<file path="src/rtl/simon_flash_driver_if.sv">
// Request/status bundle between the Simon game FSM (master) and the LED/tone flash driver (slave).
interface simon_flash_driver_if;
  logic       start;
  logic [1:0] color;
  logic       cancel;
  logic       mute;
  logic       ready;
  logic       busy;
  logic [3:0] led;
  logic       tone;
  logic       done;

  modport master (
    output start, color, cancel, mute,
    input  ready, busy, led, tone, done
  );

  modport slave (
    input  start, color, cancel, mute,
    output ready, busy, led, tone, done
  );
endinterface

</file>
<file path="src/rtl/simon_flash_driver.sv">
// Turns a one-cycle colour request into a timed LED flash with a per-colour square-wave tone,
// followed by a dark gap, using a tick prescaler for the human-scale timing.
module simon_flash_driver #(
  parameter int TICK_CYCLES = 1000000,
  parameter int ON_TICKS    = 50,
  parameter int OFF_TICKS   = 25,
  parameter int TONE_HALF0  = 120482,
  parameter int TONE_HALF1  = 161290,
  parameter int TONE_HALF2  = 198413,
  parameter int TONE_HALF3  = 239234
) (
  input logic                  i_clk,
  input logic                  i_rst,
  simon_flash_driver_if.slave  io_flash
);
  localparam int TICK_MAX  = (ON_TICKS > OFF_TICKS) ? ON_TICKS : OFF_TICKS;
  localparam int HALF_A    = (TONE_HALF0 > TONE_HALF1) ? TONE_HALF0 : TONE_HALF1;
  localparam int HALF_B    = (TONE_HALF2 > TONE_HALF3) ? TONE_HALF2 : TONE_HALF3;
  localparam int HALF_MAX  = (HALF_A > HALF_B) ? HALF_A : HALF_B;
  localparam int PW        = $clog2(TICK_CYCLES);
  localparam int CW        = $clog2(TICK_MAX + 1);
  localparam int HW        = ($clog2(HALF_MAX) < 1) ? 1 : $clog2(HALF_MAX);
  localparam logic [PW-1:0] P_RELOAD = PW'(TICK_CYCLES - 1);

  typedef enum logic [1:0] {S_IDLE, S_ON, S_GAP} state_t;

  state_t        r_state;
  logic [PW-1:0] r_presc;
  logic [CW-1:0] r_tickCnt;
  logic [HW-1:0] r_toneCnt;
  logic [1:0]    r_color;
  logic [3:0]    r_led;
  logic          r_tone;
  logic          r_tonePhase;
  logic          r_done;

  logic w_accept;
  logic w_tick;
  logic w_lastTick;
  logic w_toneToggle;
  logic w_phaseNext;

  // Counter preload is half-period minus one so the first toggle lands HALFn cycles after acceptance.
  function automatic logic [HW-1:0] halfReload(input logic [1:0] c);
    case (c)
      2'd0:    halfReload = HW'(TONE_HALF0 - 1);
      2'd1:    halfReload = HW'(TONE_HALF1 - 1);
      2'd2:    halfReload = HW'(TONE_HALF2 - 1);
      default: halfReload = HW'(TONE_HALF3 - 1);
    endcase
  endfunction

  assign w_accept     = io_flash.start && (r_state == S_IDLE) && !io_flash.cancel;
  assign w_tick       = (r_presc == '0);
  assign w_lastTick   = w_tick && (r_tickCnt <= CW'(1));
  assign w_toneToggle = (r_toneCnt == '0);
  assign w_phaseNext  = w_toneToggle ? ~r_tonePhase : r_tonePhase;

  assign io_flash.ready = (r_state == S_IDLE);
  assign io_flash.busy  = (r_state != S_IDLE);
  assign io_flash.led   = r_led;
  assign io_flash.tone  = r_tone;
  assign io_flash.done  = r_done;

  always_ff @(posedge i_clk or posedge i_rst) begin
    if (i_rst) begin
      r_state     <= S_IDLE;
      r_presc     <= '0;
      r_tickCnt   <= '0;
      r_toneCnt   <= '0;
      r_color     <= '0;
      r_led       <= '0;
      r_tone      <= 1'b0;
      r_tonePhase <= 1'b0;
      r_done      <= 1'b0;
    end else begin
      r_done <= 1'b0;
      if (io_flash.cancel && (r_state != S_IDLE)) begin
        r_state     <= S_IDLE;
        r_presc     <= '0;
        r_tickCnt   <= '0;
        r_toneCnt   <= '0;
        r_led       <= '0;
        r_tone      <= 1'b0;
        r_tonePhase <= 1'b0;
      end else begin
        case (r_state)
          S_IDLE: begin
            if (w_accept) begin
              r_state     <= S_ON;
              r_color     <= io_flash.color;
              r_led       <= 4'b0001 << io_flash.color;
              r_presc     <= P_RELOAD;
              r_tickCnt   <= CW'(ON_TICKS);
              r_toneCnt   <= halfReload(io_flash.color);
              r_tonePhase <= 1'b0;
              r_tone      <= 1'b0;
            end
          end
          S_ON: begin
            r_presc <= w_tick ? P_RELOAD : r_presc - PW'(1);
            if (w_tick && (r_tickCnt != '0)) r_tickCnt <= r_tickCnt - CW'(1);
            if (w_lastTick) begin
              r_led       <= '0;
              r_tone      <= 1'b0;
              r_tonePhase <= 1'b0;
              r_toneCnt   <= '0;
              // A zero-length gap skips GAP and completes straight from ON.
              if (OFF_TICKS == 0) begin
                r_state <= S_IDLE;
                r_done  <= 1'b1;
                r_presc <= '0;
              end else begin
                r_state   <= S_GAP;
                r_tickCnt <= CW'(OFF_TICKS);
              end
            end else begin
              r_toneCnt   <= w_toneToggle ? halfReload(r_color) : r_toneCnt - HW'(1);
              r_tonePhase <= w_phaseNext;
              r_tone      <= w_phaseNext && !io_flash.mute;
            end
          end
          S_GAP: begin
            r_presc <= w_tick ? P_RELOAD : r_presc - PW'(1);
            if (w_tick && (r_tickCnt != '0)) r_tickCnt <= r_tickCnt - CW'(1);
            if (w_lastTick) begin
              r_state <= S_IDLE;
              r_done  <= 1'b1;
              r_presc <= '0;
            end
          end
          default: r_state <= S_IDLE;
        endcase
      end
    end
  end
endmodule
</file>
<file path="src/flat_wrapper.sv">
// flat-port wrapper written by rule: the top's interface ports become plain ports
module simon_flash_driver_flat 
#(
  parameter int TICK_CYCLES = 1000000,
  parameter int ON_TICKS    = 50,
  parameter int OFF_TICKS   = 25,
  parameter int TONE_HALF0  = 120482,
  parameter int TONE_HALF1  = 161290,
  parameter int TONE_HALF2  = 198413,
  parameter int TONE_HALF3  = 239234
)
  (i_clk, i_rst, io_flash_start, io_flash_color, io_flash_cancel, io_flash_mute, io_flash_ready, io_flash_busy, io_flash_led, io_flash_tone, io_flash_done);
  simon_flash_driver_if io_flash_i ();
  input logic i_clk;
  input logic i_rst;
  input wire logic [$bits(io_flash_i.start)-1:0] io_flash_start;
  input wire logic [$bits(io_flash_i.color)-1:0] io_flash_color;
  input wire logic [$bits(io_flash_i.cancel)-1:0] io_flash_cancel;
  input wire logic [$bits(io_flash_i.mute)-1:0] io_flash_mute;
  output wire logic [$bits(io_flash_i.ready)-1:0] io_flash_ready;
  output wire logic [$bits(io_flash_i.busy)-1:0] io_flash_busy;
  output wire logic [$bits(io_flash_i.led)-1:0] io_flash_led;
  output wire logic [$bits(io_flash_i.tone)-1:0] io_flash_tone;
  output wire logic [$bits(io_flash_i.done)-1:0] io_flash_done;
  assign io_flash_i.start = io_flash_start;
  assign io_flash_i.color = io_flash_color;
  assign io_flash_i.cancel = io_flash_cancel;
  assign io_flash_i.mute = io_flash_mute;
  assign io_flash_ready = io_flash_i.ready;
  assign io_flash_busy = io_flash_i.busy;
  assign io_flash_led = io_flash_i.led;
  assign io_flash_tone = io_flash_i.tone;
  assign io_flash_done = io_flash_i.done;
  simon_flash_driver #(.TICK_CYCLES(TICK_CYCLES), .ON_TICKS(ON_TICKS), .OFF_TICKS(OFF_TICKS), .TONE_HALF0(TONE_HALF0), .TONE_HALF1(TONE_HALF1), .TONE_HALF2(TONE_HALF2), .TONE_HALF3(TONE_HALF3)) u_core (.i_clk(i_clk), .i_rst(i_rst), .io_flash(io_flash_i));
endmodule
</file>
<file path="config.mk">
export PLATFORM = sky130hd
export DESIGN_NAME = simon_flash_driver_flat
export DESIGN_NICKNAME = d
export VERILOG_FILES = /design/src/rtl/simon_flash_driver_if.sv /design/src/rtl/simon_flash_driver.sv /design/src/flat_wrapper.sv
export SDC_FILE = /design/constraint.sdc
export NUM_CORES = 1
export LEC_CHECK = 0
export BUFFER_PORTS_ARGS = -buffer_cell sky130_fd_sc_hd__buf_2
export CAP_MARGIN = 20
export CORE_MARGIN = 1
export CORE_UTILIZATION = 67
export DETAILED_ROUTE_END_ITERATION = 10
export GPL_TIMING_DRIVEN = 0
export PLACE_DENSITY = 0.86
export SYNTH_ARGS = -nofsm -noshare
export SYNTH_HDL_FRONTEND = slang
export SYNTH_SLANG_ARGS = --single-unit
</file>
<file path="constraint.sdc">
create_clock -name i_clk -period 5 [get_ports i_clk]
set_clock_uncertainty 0.05 [all_clocks]
set_input_delay 0.25 -clock i_clk [delete_from_list [all_inputs] [get_ports i_clk]]
set_output_delay 0.25 -clock i_clk [all_outputs]
set_load 0.03 [all_outputs]
</file>
# Yosys cells after proc, flatten, opt, wreduce, memory -nomap -nowiden

Cells that the tools add are included.

Bits in registers: 55
Input port bits: 7
Output and inout bits: 8
Word-level logic and storage cells: 84

Add/subtract/negate cells: 3
Magnitude comparators: 1
Equality and inequality tests: 9
Shift operators: 1
Multiplexer cells: 37
Bitwise logic cells: 2
Reduce and logical (&&, ||, !) cells: 22

Operator list:

| operator                                                                         | count |
|---|---|
| 18-bit one-hot mux with 3 select lines                                           | 2 |
| 20-bit two-way mux                                                               | 4 |
| 18-bit two-way mux                                                               | 4 |
| 20-bit one-hot mux with 3 select lines                                           | 1 |
| 18-bit one-hot mux with 2 select lines                                           | 1 |
| 6-bit two-way mux                                                                | 4 |
| 20-bit zero test                                                                 | 1 |
| 20-bit by 1-bit subtractor with 20-bit output, second input constant             | 1 |
| 18-bit zero test                                                                 | 1 |
| 6-bit one-hot mux with 3 select lines                                            | 1 |
| 18-bit by 1-bit subtractor with 18-bit output, second input constant             | 1 |
| 4-bit two-way mux                                                                | 3 |
| 1-bit two-way mux                                                                | 9 |
| 3-bit by 1-bit inequality test with 1-bit output, second input constant          | 3 |
| 3-bit AND reduction                                                              | 3 |
| 2-bit two-way mux                                                                | 4 |
| 4-bit one-hot mux with 2 select lines                                            | 1 |
| 2-bit by 1-bit == test with 1-bit output, second input constant                  | 3 |
| 2-bit == test, second input constant                                             | 3 |
| 6-bit by 1-bit less-or-equal comparator with 1-bit output, second input constant | 1 |
| 1-bit logical AND                                                                | 6 |
| 2-bit zero test                                                                  | 3 |
| 2-bit one-hot mux with 3 select lines                                            | 1 |
| 6-bit nonzero test                                                               | 1 |
| other kinds (9)                                                                  | 13 |

# Logic depth before layout (Yosys ltp)

Depth after elaboration: 6
Depth in mapped cells: 10
Gate-level depth less buffers: 8

# Worst setup path before layout

No wires, ideal clock.

Kind: reg2reg
Start: register u_core.r_toneCnt[9]
End: register u_core.r_toneCnt[2]
Library setup time: 0.126 ns
Arrival time: 2.488 ns
Required time: 4.824 ns
Setup slack: 2.336 ns
Stages on the path, launching flop included: 8
Path buffers: 1
Cell sequence: dfrtp_1 -> or4_4 -> or4b_4 -> or3_1 -> buf_6 -> o211ai_2 -> o21ai_1 -> a221o_1

Cells in the longest elaborated chain, start to end: 5

Ends and longest elaborated chain:

| what                                   | RTL line                  | RTL |
|---|---|---|
| from (decl)                            | simon_flash_driver.sv:30  | `logic [HW-1:0] r_toneCnt;` |
| from (signal assigned)                 | simon_flash_driver.sv:95  | `r_toneCnt <= halfReload(io_flash.color);` |
| from (signal assigned)                 | simon_flash_driver.sv:118 | `r_toneCnt <= w_toneToggle ? halfReload(r_color) : r_toneCnt - HW'(1);` |
| 18-bit zero test                       | simon_flash_driver.sv:56  | `assign w_toneToggle = (r_toneCnt == '0);` |
| 18-bit two-way mux                     | simon_flash_driver.sv:118 |  |
| 18-bit two-way mux                     | simon_flash_driver.sv:103 | `if (w_lastTick) begin` |
| 18-bit one-hot mux with 2 select lines | simon_flash_driver.sv:87  | `case (r_state)` |
| 18-bit two-way mux                     | simon_flash_driver.sv:78  | `if (io_flash.cancel && (r_state != S_IDLE)) begin` |

Every way passes these cells.
A chain may end at the register's enable or synchronous reset.

# Final worst setup path

Start: register u_core.r_presc[0]
End: register u_core.r_presc[0]

Cells in the longest elaborated chain, start to end: 5
Elaborated cells on any way between the ends: 7
Classes of those cells: 1 x add/sub; 4 x mux; 2 x reduce/logical

Ends and longest elaborated chain:

| what                                                                                     | RTL line                                                                       | RTL |
|---|---|---|
| from (decl)                                                                              | simon_flash_driver.sv:28                                                       | `logic [PW-1:0] r_presc;` |
| from (signal assigned)                                                                   | simon_flash_driver.sv:101                                                      | `r_presc <= w_tick ? P_RELOAD : r_presc - PW'(1);` |
| from (signal assigned)                                                                   | simon_flash_driver.sv:124                                                      | `r_presc <= w_tick ? P_RELOAD : r_presc - PW'(1);` |
| 20-bit by 1-bit subtractor with 20-bit output / 20-bit zero test (equally long branches) | simon_flash_driver.sv:101, simon_flash_driver.sv:124, simon_flash_driver.sv:54 |  |
| 20-bit two-way mux / 1-bit logical AND (equally long branches)                           | simon_flash_driver.sv:101, simon_flash_driver.sv:124, simon_flash_driver.sv:55 |  |
| 20-bit two-way mux                                                                       | simon_flash_driver.sv:126                                                      | `if (w_lastTick) begin` |
| 20-bit one-hot mux with 3 select lines (*)                                               | simon_flash_driver.sv:87                                                       |  |
| 20-bit two-way mux (*)                                                                   | simon_flash_driver.sv:78                                                       |  |

Every way passes the cells marked *; elsewhere a longest branch is shown, timed or not.

==> Implementation_results.wiki <==
{| class="wikitable"
! Metric !! Value
|-
| Cell type with the largest total area after synthesis || dfrtp_1
|-
| All-Layer GR Usage || 32.3%
|-
| Largest net degree at the start of global routing || 37
|-
| Data arrival time of the worst path || 3560 ps
|-
| Type of the worst setup path || flip-flop to flip-flop
|-
| Most numerous cell in the Yosys netlist || dfrtp_1
|-
| Synth Flop Type || dfrtp_1
|-
| Mean post-synth cell area || 8.59 sq um
|-
| Sinks on Clock Net || 55
|-
| Total CTS buffers || 5
|-
| Power per unit of standard cell area || 540 nW/um^2
|-
| Final period demand of the worst path || 3410 ps
|-
| Number of vias after detailed routing || 3,270
|-
| Post-route DRC || 0
|-
| Critical-path top delay cell || o31ai_1
|-
| Post-synthesis cell area || 3570 sq um
|-
| Diodes inserted || 0
|-
| Delay contributed by the slowest stage of the critical path || 800 ps
|-
| Final Cycle Share || 68.3%
|-
| Final TNS setup || 0 ps
|-
| Remaining global-route overflow || 0
|-
| Final Hold Fails || 0
|-
| Wire length reported by the detailed router || 8550 um
|-
| Dpl cells || 500
|-
| Vias per cell || 6.42
|-
| Slew HR || 46.3%
|-
| P_leak || 1.66 nW
|-
| H-Tree Level Count || 2
|-
| Post-synthesis async set-or-reset flop share || 100%
|-
| Full die area || 5630 sq um
|-
| Number of I/O pins || 15
|-
| Count of port buffers added during placement || 13
|-
| Total setup violations reported at the end of the flow || 0
|-
| Half-perimeter wire length after detailed placement || 6260 um
|-
| Result of the run || complete, no violations
|-
| Initial antenna violation count || 0
|-
| Final-layout fill cell count || 401
|-
| Row count || 26
|-
| Transition time at the pin with the least slew margin || 798 ps
|-
| Worst path bufs/invs || 2
|-
| Growth of design area from synthesis to finish || 7.39%
|-
| Yosys warning count || 0
|-
| Largest cells by area after synthesis || dfrtp_1 39%, ha_1 7.4%, o21ai_0 4.9%, nor2_1 4.5%, nand2_1 3.9%
|-
| Synth cell count leaders || 55 x dfrtp_1, 43 x nor2_1, 37 x nand2_1
|-
| Die Width || 75.0 um
|-
| Number of max-capacitance violations reported || 0
|-
| Post-Syn Instances || 416
|-
| Post-route antenna net violation count || 0
|-
| Clock-pin slew of the registers on the worst-case setup and hold paths || 100 ps
|-
| Final routed wire length divided by cell count || 16.8 um
|-
| RSZ-0062 raised after global routing || no
|-
| Starting density of the core || 70.0%
|-
| Number of cells in the finished layout apart from fillers || 509
|-
| Post-synth EDFFs || 0
|-
| Global-route wire length before repair || 13,900 um
|-
| Flip-flop and latch count after synthesis || 55
|-
| Fraction of the yosys area taken by sequential cells || 38.5%
|-
| Slew Viols, Final || 0
|-
| Via count of the first global-routing pass || 2,916
|-
| Number of library cell types mapped by synthesis || 56
|-
| Routability-driven placement congestion ratio || 0.917
|-
| Maximum clock frequency || 293 MHz
|-
| Clock tree from TritonCTS || done
|-
| Max IR drop VDD || 0.456 mV
|-
| Starting DRT DRC Count || 319
|-
| Endpoint kind of the worst setup timing path || flip-flop
|-
| Number of nets in the synthesized netlist || 444
|-
| Critical Path RT || 5150 ps
|-
| Resized cells post-CTS || 0
|-
| Core Region || 5110 sq um
|-
| Fraction of final layout cells with drive strength greater than 1 || 7.74%
|-
| CP delay by family, top || compound AO/OA/AOI/OAI gates
|-
| Net count of the finished layout || 466
|-
| Largest driver fanout on the critical path || 10
|-
| Top-area cell type share of the netlist area || 38.5%
|-
| Startpoint kind of the worst setup timing path || flip-flop
|-
| Chain of cells forming the critical path || inv_1 -> ha_1 -> nor4b_1 -> nand4_1 -> o31ai_1 -> nor2_1 -> clkbuf_1 -> a221o_1
|-
| Number of hold buffers added after cts || 1
|-
| DR pass1 iterations || 5
|-
| Source-to-sink clock delay at the later pin of the worst-skew pair || 300 ps
|-
| Hold Path Class || input port to flip-flop
|-
| Clk root buf || clkbuf_8
|-
| Max clock buf depth || 2
|-
| Floorplan die height || 75.0 um
|-
| Buffers inserted during post-CTS setup optimization || 0
|}
[placed cells by master, fill, tap and decap left out, types with 19 or more instances in the layout]
| master | count |
|---|---|
| ha_1 | 21 |
| nand3_1 | 19 |
| nand2_1 | 37 |
| a21oi_1 | 19 |
| o21ai_0 | 35 |
| inv_1 | 21 |
| nor2_1 | 43 |
| dfrtp_1 | 55 |
| nor3_1 | 21 |
[routing by layer]
metal | GRT usage, % | part of all wire [%] | vias up
li1 | - | - | 1560
met1 | 47.7 | 47 | 1571
met2 | 49.4 | 45 | 127
met3 | 6.16 | 6.0 | 12
met4 | 7.13 | 1.1 | 0
met5 | 0 | 0 | -
[cell type report]
| cell class | count | area [sq um] | share of cell area (%) |
|---|---|---|---|
| Sequential cell | 55 | 1380 | 35.9 |
| Clock inverter | 1 | 5.00 | 0.130 |
| Tap cell | 70 | 87.6 | 2.28 |
| Inverter | 22 | 82.6 | 2.15 |
| Multi-Input combinational cell | 325 | 2060 | 53.6 |
| Buffer | 14 | 60.1 | 1.56 |
| Clock buffer | 7 | 76.3 | 1.99 |
| Timing Repair Buffer | 15 | 95.1 | 2.48 |
[state kept, by name, indices dropped and copies added, names as in the netlist]
register / flops
u_core.io_flash.done: 1
u_core.io_flash.led: 4
u_core.io_flash.tone: 1
u_core.r_color: 2
u_core.r_presc: 20
u_core.r_state: 2
u_core.r_tickCnt: 6
u_core.r_toneCnt: 18
u_core.r_tonePhase: 1
[logic make-up (layout without fill, tap and decap cells)]
| family | count (synthesis) | count (layout) | share of synthesized area, % |
|---|---|---|---|
| adder cells (fa/ha/maj) | 21 | 21 | 7.35 |
| multiplexers | 4 | 4 | 1.16 |
| AO/OA/AOI/OAI | 114 | 114 | 21.2 |
| XOR/XNOR | 14 | 14 | 3.43 |
| AND/OR/NAND/NOR | 172 | 172 | 24.4 |
| buffers and inverters | 36 | 59 | 3.99 |
| flip-flops | 55 | 55 | 38.5 |
[path summary, 6_finish.rpt]
path	from	endpoint	slack, ps	depth (start not counted)
worst max-delay path	u_core.r_presc[0]	u_core.r_presc[0]	1590	8
worst min-delay path	io_flash_mute	u_core.io_flash.tone	60	2
worst max register to register	u_core.r_presc[0]	u_core.r_presc[0]	1590	8
worst min register to register	u_core.io_flash.tone	u_core.io_flash.tone	430	2
max in group asynchronous	i_rst	u_core.r_tickCnt[3]	3910	4
min in group asynchronous	i_rst	u_core.io_flash.tone	440	3
[metrics by stage]
step	util, %	hold slack (ps)	worst slack (ps)	power [W]	cell area, sq um
after floorplan	-	296	2340	0.00153	3570
after global placement	73.0	379	1790	0.00175	3730
after detailed placement	73.4	235	1750	0.00180	3750
after CTS	75.2	64.3	1720	0.00204	3840
after global routing	75.2	69.2	1300	0.00223	3840
final	75.2	59.7	1590	0.00207	3840
[power breakdown]
| part | internal [W] | switching (W) | leakage (nW) |
|---|---|---|---|
| sequential | 0.000600 | 0.000186 | 0.707 |
| clock | 0.0000990 | 0.000144 | 0.0422 |
| combinational | 0.000384 | 0.000661 | 0.916 |
| total | 0.00108 | 0.000991 | 1.66 |
Note: power is estimated with default switching activity, not from simulation.
